<file path="config.mk">
export PLATFORM = sky130hd
export DESIGN_NAME = riscv_irq_arbiter
export DESIGN_NICKNAME = d
export VERILOG_FILES = /design/src/rtl/riscv_defines.sv /design/src/rtl/riscv_irq_rr_picker.sv /design/src/rtl/riscv_irq_arbiter.sv
export SDC_FILE = /design/constraint.sdc
export NUM_CORES = 1
export LEC_CHECK = 0
export CAP_MARGIN = 10
export CORE_MARGIN = 8
export CORE_UTILIZATION = 50
export DETAILED_ROUTE_END_ITERATION = 8
export PLACE_DENSITY = 0.81
export SYNTH_ARGS = -nofsm -noshare
export SYNTH_HDL_FRONTEND = slang
export SYNTH_SLANG_ARGS = --single-unit
</file>
<file path="constraint.sdc">
create_clock -name clk -period 4.6 [get_ports clk]
set_clock_uncertainty 0.15 [all_clocks]
set_input_delay 0.92 -clock clk [delete_from_list [all_inputs] [get_ports clk]]
set_output_delay 0.92 -clock clk [all_outputs]
set_load 0.01 [all_outputs]
</file>
<file path="src/rtl/riscv_defines.sv">
`default_nettype none
// ============================================================================
// Module      : riscv_defines (package)
// Description : Shared constants and types for the interrupt arbiter slice.
//               - Register-port address map for the configuration interface
//               - Arbiter FSM state encoding
// Revision    : 1.0 - initial release
// ============================================================================
package riscv_defines;

    // Configuration register select values on cfg_addr_i
    localparam logic [1:0] IRQ_CFG_MASK = 2'd0;
    localparam logic [1:0] IRQ_CFG_EDGE = 2'd1;
    localparam logic [1:0] IRQ_CFG_PEND = 2'd2;
    localparam logic [1:0] IRQ_CFG_STAT = 2'd3;

    // Arbiter FSM states
    typedef enum logic [1:0] {
        IRQ_IDLE    = 2'd0,
        IRQ_PRESENT = 2'd1,
        IRQ_GAP     = 2'd2
    } irq_arb_state_e;

endpackage
`default_nettype wire

</file>
<file path="src/rtl/riscv_irq_rr_picker.sv">
`default_nettype none
// ============================================================================
// Module      : riscv_irq_rr_picker
// Description : Combinational round-robin first-one finder.
//               Returns the lowest set request at or above ptr; if none
//               exists there, the lowest set request overall (wrap-around).
// Ports       : req   - request vector, one bit per source
//               ptr   - search start position (must be < NUM_IRQ)
//               valid - at least one request is set
//               id    - selected request index
// Revision    : 1.0 - initial release
// ============================================================================
module riscv_irq_rr_picker #(
    parameter int NUM_IRQ = 32,
    parameter int ID_W    = 5
) (
    input  logic [NUM_IRQ-1:0] req,
    input  logic [ID_W-1:0]    ptr,
    output logic               valid,
    output logic [ID_W-1:0]    id
);

    logic            w_hi_valid;
    logic [ID_W-1:0] w_hi_id;
    logic            w_lo_valid;
    logic [ID_W-1:0] w_lo_id;

    // Two priority encoders in one descending sweep: the last hit written
    // is the lowest index, both for the "at/above ptr" window and overall.
    always_comb begin
        w_hi_valid = 1'b0;
        w_hi_id    = '0;
        w_lo_valid = 1'b0;
        w_lo_id    = '0;
        for (int i = NUM_IRQ - 1; i >= 0; i--) begin
            if (req[i]) begin
                w_lo_valid = 1'b1;
                w_lo_id    = ID_W'(i);
                if (ID_W'(i) >= ptr) begin
                    w_hi_valid = 1'b1;
                    w_hi_id    = ID_W'(i);
                end
            end
        end
    end

    assign valid = w_lo_valid;
    assign id    = w_hi_valid ? w_hi_id : w_lo_id;

endmodule
`default_nettype wire

</file>
<file path="src/rtl/riscv_irq_arbiter.sv">
`default_nettype none
// ============================================================================
// Module      : riscv_irq_arbiter
// Description : Interrupt front-end. Latches, masks and round-robin
//               arbitrates up to NUM_IRQ sources and presents one stable
//               one-hot request until the core acknowledges that ID.
// Ports       : clk, rst_n           - clock, async active-low reset
//               irq_src_i            - raw sources (synchronous to clk)
//               cfg_we_i/addr/wdata  - register write port
//               cfg_rdata_o          - combinational register read data
//               irq_o, irq_id_o      - one-hot request and its ID
//               irq_ack_i/ack_id_i   - core acknowledge and acknowledged ID
// Revision    : 1.0 - initial release
// ============================================================================
module riscv_irq_arbiter
    import riscv_defines::*;
#(
    parameter int NUM_IRQ = 32,
    parameter int ID_W    = 5
) (
    input  logic               clk,
    input  logic               rst_n,
    input  logic [NUM_IRQ-1:0] irq_src_i,
    input  logic               cfg_we_i,
    input  logic [1:0]         cfg_addr_i,
    input  logic [31:0]        cfg_wdata_i,
    output logic [31:0]        cfg_rdata_o,
    output logic [31:0]        irq_o,
    output logic [ID_W-1:0]    irq_id_o,
    input  logic               irq_ack_i,
    input  logic [ID_W-1:0]    irq_ack_id_i
);

    localparam logic [ID_W-1:0] c_last_id = ID_W'(NUM_IRQ - 1);

    irq_arb_state_e     r_state;
    irq_arb_state_e     w_state_nxt;
    logic [NUM_IRQ-1:0] r_mask;
    logic [NUM_IRQ-1:0] r_edge;
    logic [NUM_IRQ-1:0] r_pend;
    logic [NUM_IRQ-1:0] r_src_q;
    logic [ID_W-1:0]    r_rr_ptr;
    logic [ID_W-1:0]    r_cur_id;

    logic [NUM_IRQ-1:0] w_set;
    logic [NUM_IRQ-1:0] w_clr;
    logic [NUM_IRQ-1:0] w_pend_nxt;
    logic [NUM_IRQ-1:0] w_elig;
    logic [NUM_IRQ-1:0] w_cur_onehot;
    logic               w_cur_elig;
    logic               w_ack_hit;
    logic               w_pick_valid;
    logic [ID_W-1:0]    w_pick_id;
    logic [31:0]        w_status;

    // ------------------------------------------------------------------
    // Pending logic
    // ------------------------------------------------------------------
    assign w_cur_onehot = NUM_IRQ'(1) << r_cur_id;
    assign w_ack_hit    = (r_state == IRQ_PRESENT) && irq_ack_i &&
                          (irq_ack_id_i == r_cur_id);
    assign w_set        = r_edge & irq_src_i & ~r_src_q;
    assign w_clr        = ((cfg_we_i && (cfg_addr_i == IRQ_CFG_PEND)) ?
                           cfg_wdata_i[NUM_IRQ-1:0] : '0) |
                          (w_ack_hit ? w_cur_onehot : '0);
    // Edge bits: sticky with set-over-clear; level bits: follow the source.
    assign w_pend_nxt   = (r_edge & (w_set | (r_pend & ~w_clr))) |
                          (~r_edge & irq_src_i);
    assign w_elig       = r_pend & r_mask;
    assign w_cur_elig   = |(w_elig & w_cur_onehot);

    riscv_irq_rr_picker #(
        .NUM_IRQ (NUM_IRQ),
        .ID_W    (ID_W)
    ) u_picker (
        .req   (w_elig),
        .ptr   (r_rr_ptr),
        .valid (w_pick_valid),
        .id    (w_pick_id)
    );

    // ------------------------------------------------------------------
    // FSM: state register
    // ------------------------------------------------------------------
    always_ff @(posedge clk or negedge rst_n) begin
        if (!rst_n) r_state <= IRQ_IDLE;
        else        r_state <= w_state_nxt;
    end

    // ------------------------------------------------------------------
    // FSM: next state. A matching ack wins over a simultaneous withdraw.
    // ------------------------------------------------------------------
    always_comb begin
        w_state_nxt = r_state;
        case (r_state)
            IRQ_IDLE:    if (w_pick_valid) w_state_nxt = IRQ_PRESENT;
            IRQ_PRESENT: begin
                if (w_ack_hit)        w_state_nxt = IRQ_GAP;
                else if (!w_cur_elig) w_state_nxt = IRQ_IDLE;
            end
            IRQ_GAP:     w_state_nxt = IRQ_IDLE;
            default:     w_state_nxt = IRQ_IDLE;
        endcase
    end

    // ------------------------------------------------------------------
    // FSM: outputs, decoded from registered state only
    // ------------------------------------------------------------------
    always_comb begin
        irq_o    = '0;
        irq_id_o = '0;
        if (r_state == IRQ_PRESENT) begin
            irq_o    = 32'(w_cur_onehot);
            irq_id_o = r_cur_id;
        end
    end

    // ------------------------------------------------------------------
    // Datapath registers
    // ------------------------------------------------------------------
    always_ff @(posedge clk or negedge rst_n) begin
        if (!rst_n) begin
            r_mask   <= '0;
            r_edge   <= '0;
            r_pend   <= '0;
            r_src_q  <= '0;
            r_rr_ptr <= '0;
            r_cur_id <= '0;
        end else begin
            r_src_q <= irq_src_i;
            r_pend  <= w_pend_nxt;
            if (cfg_we_i && (cfg_addr_i == IRQ_CFG_MASK))
                r_mask <= cfg_wdata_i[NUM_IRQ-1:0];
            if (cfg_we_i && (cfg_addr_i == IRQ_CFG_EDGE))
                r_edge <= cfg_wdata_i[NUM_IRQ-1:0];
            if ((r_state == IRQ_IDLE) && w_pick_valid)
                r_cur_id <= w_pick_id;
            if (w_ack_hit)
                r_rr_ptr <= (r_cur_id == c_last_id) ? '0 : r_cur_id + 1'b1;
        end
    end

    // ------------------------------------------------------------------
    // Register read port
    // ------------------------------------------------------------------
    always_comb begin
        w_status                = '0;
        w_status[31]            = (r_state != IRQ_IDLE);
        w_status[ID_W-1:0]      = r_cur_id;
        case (cfg_addr_i)
            IRQ_CFG_MASK: cfg_rdata_o = 32'(r_mask);
            IRQ_CFG_EDGE: cfg_rdata_o = 32'(r_edge);
            IRQ_CFG_PEND: cfg_rdata_o = 32'(r_pend);
            default:      cfg_rdata_o = w_status;
        endcase
    end

endmodule
`default_nettype wire

</file>
==> results.py <==
metrics = {
    "place": {
        "place_inst": 1198,
        "port_buffers": 143,
        "place_congestion": 0.966,
        "dp_hpwl_mm": 19.8,
        "pre_cts_slack_ps": 786,
    },
    "setup_path": {
        "crit_family": "buffers and inverters",
        "critPathMaxFanout": 18,
        "crit_arrival_ps": 2730,
        "cp-start-kind": "primary input",
        "critPathSlowestCell": "clkdlybuf4s50_1",
        "cp.buffers_inverters": 4,
        "ff2ff_setup_slack_ps": 1390,
        "endpoint_kind": "primary output",
        "crit_path_max_incr_delay_ps": 490,
        "critical_path_class": "in -> out",
        "cp.required_ps": 3530,
        "worstPathCellList": "clkdlybuf4s50_1 -> buf_4 -> buf_4 -> mux4_2 -> clkdlybuf4s50_1",
    },
    "timing": {
        "rsz0062_at_grt": "false",
        "fin_ws_ps": 796,
        "hold_ws_ps": 350,
        "worstMarginPinSlew_ps": 974,
        "setup_viol": 0,
        "relSlewSlack_pct": 35.0,
        "fmax_mhz": 263,
        "min_period_over_period_pct": 82.7,
        "finalHoldViolations": 0,
        "drv_slew": 0,
        "fin_crit_ps": 3800,
        "fin_setup_tns_ps": 0,
    },
    "clocking": {
        "post-cts-setup-buffers": 0,
        "hold_buffers": 0,
        "cts_tree": "yes",
        "clock-sinks": 140,
        "cts.path.max_buffers": 2,
        "ctsResizeCount": 0,
        "clk_latency_ps": 430,
        "htreeDepth": 4,
        "clock_tree.root_cell": "clkbuf_16",
        "cts_buffers": 17,
        "worst_setup_hold_path_clk_slew_ps": 60,
    },
    "hold_path": {
        "hold_class": "reg -> reg",
    },
    "global_route": {
        "grt_max_degree": 112,
        "grt_pass1_wl_mm": 42.5,
        "gr-usage-all-layers_pct": 27.0,
        "antenna_found_initial": 0,
        "overflow": 0,
        "grt_pass1_vias": 7504,
    },
    "yosys": {
        "synth-edff-count": 0,
        "synth-seq-cells": 140,
        "syn_area_um2": 8050,
        "yosysTopAreaCell": "dfrtp_1",
        "synthTopCellsByArea": "dfrtp_1, nand2_1, mux2_2",
        "yosysWarnings": 0,
        "synth_commonest_cells": "nand2_1, dfrtp_1, mux2_2",
        "yosysSeqAreaShare_pct": 43.5,
        "synth_cells": 870,
        "yosysMostFrequentCell": "nand2_1",
        "ys.flop_type": "dfrtp_1",
        "yosys.cell_types.count": 67,
        "synth.top_cell.area_share_pct": 43.5,
        "syn-num-nets": 952,
        "synthArstFlopShare_pct": 100,
        "avgSynthCellArea_um2": 9.26,
    },
    "finish": {
        "final-instance-count-excl-fill": 1230,
        "final_layout_size_suffix_gt1_share_pct": 13.5,
        "fin_nets": 1083,
        "area_growth_syn_to_layout_pct": 26.7,
        "n_antenna_cell": 0,
    },
    "route": {
        "ant_nets": 0,
        "vias": 7684,
        "via_per_inst": 6.25,
        "wl_per_cell_um": 22.2,
        "wl_mm": 27.3,
        "drcViolationCount": 0,
        "drt_iter0_markers": 904,
        "drt-pass1-iter-count": 6,
    },
    "status": {
        "status": "finished, final reports clean",
    },
    "floorplan": {
        "io_pins": 144,
        "rows": 46,
        "initial_utilization_pct": 50.9,
        "core_um2": 15800,
        "die_h_um": 143,
        "chipWidth_um": 143,
        "die_area_um2": 20400,
    },
    "pwr": {
        "leakage_nw": 4.28,
        "power_density_nw_per_um2": 506,
        "ir_drop_mv": 0.320,
    },
    "job": {
        "max_cap_viol_count": 0,
    },
}
worst min-delay path: stages, from the launching register on:
cell	delay [ps]
dfrtp_1	320
nand2_1	50
nand2_1	50
nand2_1	50
stage by stage:
step / util [%] / area [um^2] / power [mW]
5_1_grt: 64.5 / 10200 / 5.40
2_1_floorplan: - / 8050 / 3.01
4_1_cts: 64.5 / 10200 / 5.11
6_report: 64.5 / 10200 / 5.16
3_5_place_dp: 60.9 / 9650 / 3.80
3_3_place_gp: 60.9 / 9650 / 3.78
kinds of logic (layout without fill, tap and decap cells):
| kind of cell | after synthesis | in the layout | share of synthesized area, % |
|---|---|---|---|
| AO/OA/AOI/OAI | 198 | 198 | 17.4 |
| multiplexers | 101 | 101 | 14.5 |
| buffers and inverters | 52 | 196 | 3.06 |
| adder cells (fa/ha/maj) | 7 | 7 | 1.09 |
| AND/OR/NAND/NOR | 366 | 366 | 19.8 |
| flip-flops | 140 | 140 | 43.5 |
| XOR/XNOR | 6 | 6 | 0.652 |
cell type report:
cell class | count | area, um^2
clock buffer | 18 | 439
sequential | 140 | 3500
fill | 1287 | 5620
multi-input combinational | 678 | 4310
tap | 216 | 270
timing repair buffer | 157 | 1530
clock inverter | 14 | 121
inverter | 7 | 26.3
sequential cells by signal (all words and copies together) (netlist names):
| signal | count |
|---|---|
| r_cur_id | 5 |
| r_rr_ptr | 5 |
| r_src_q | 32 |
| r_edge | 32 |
| r_state | 2 |
| r_mask | 32 |
| r_pend | 32 |
layer usage:
metal	part of all wire (%)	wire, um	track usage, %
met5	0	0	0
met4	3.5	952	11.2
met3	8.1	2210	5.54
met2	46	12600	41.5
met1	42	11500	36.2
placed cells by master (no fill, tap or decap), types with 4 or more instances in the layout:
master / instances
o2111ai_1: 29
and3_1: 5
ha_1: 7
or2_2: 4
nor3_1: 13
a21o_1: 11
dfrtp_1: 140
o22ai_1: 11
inv_6: 7
and2_1: 11
nor2_1: 65
o21a_1: 5
nand3b_1: 5
clkdlybuf4s50_1: 141
a31oi_1: 12
nand3_1: 28
a221oi_1: 7
o21ai_0: 46
nand2_1: 209
a21oi_1: 20
mux2i_1: 27
mux2_2: 68
o31ai_1: 4
a22oi_1: 6
xnor2_1: 5
a31o_2: 4
buf_4: 14
clkbuf_16: 17
mux4_2: 6
a22o_1: 4
inv_1: 6
report_power, final:
part / internal (mW) / total (mW) / switching, mW
Sequential: 1.45 / 1.84 / 0.392
Clock: 0.723 / 1.31 / 0.590
Combinational: 0.876 / 2.01 / 1.14
path summary, 6_finish.rpt:
check                         startpoint        endpoint  cells past startpoint
max                        cfg_addr_i[0]  cfg_rdata_o[3]                      5
min                          r_src_q[11]      r_pend[11]                      3
max reg2reg                  r_rr_ptr[2]     r_cur_id[0]                      7
min reg2reg                  r_src_q[11]      r_pend[11]                      3
max in group asynchronous          rst_n      r_edge[24]                      2
min in group asynchronous          rst_n      r_mask[10]                      1
Power figures use the tool's default switching activity.
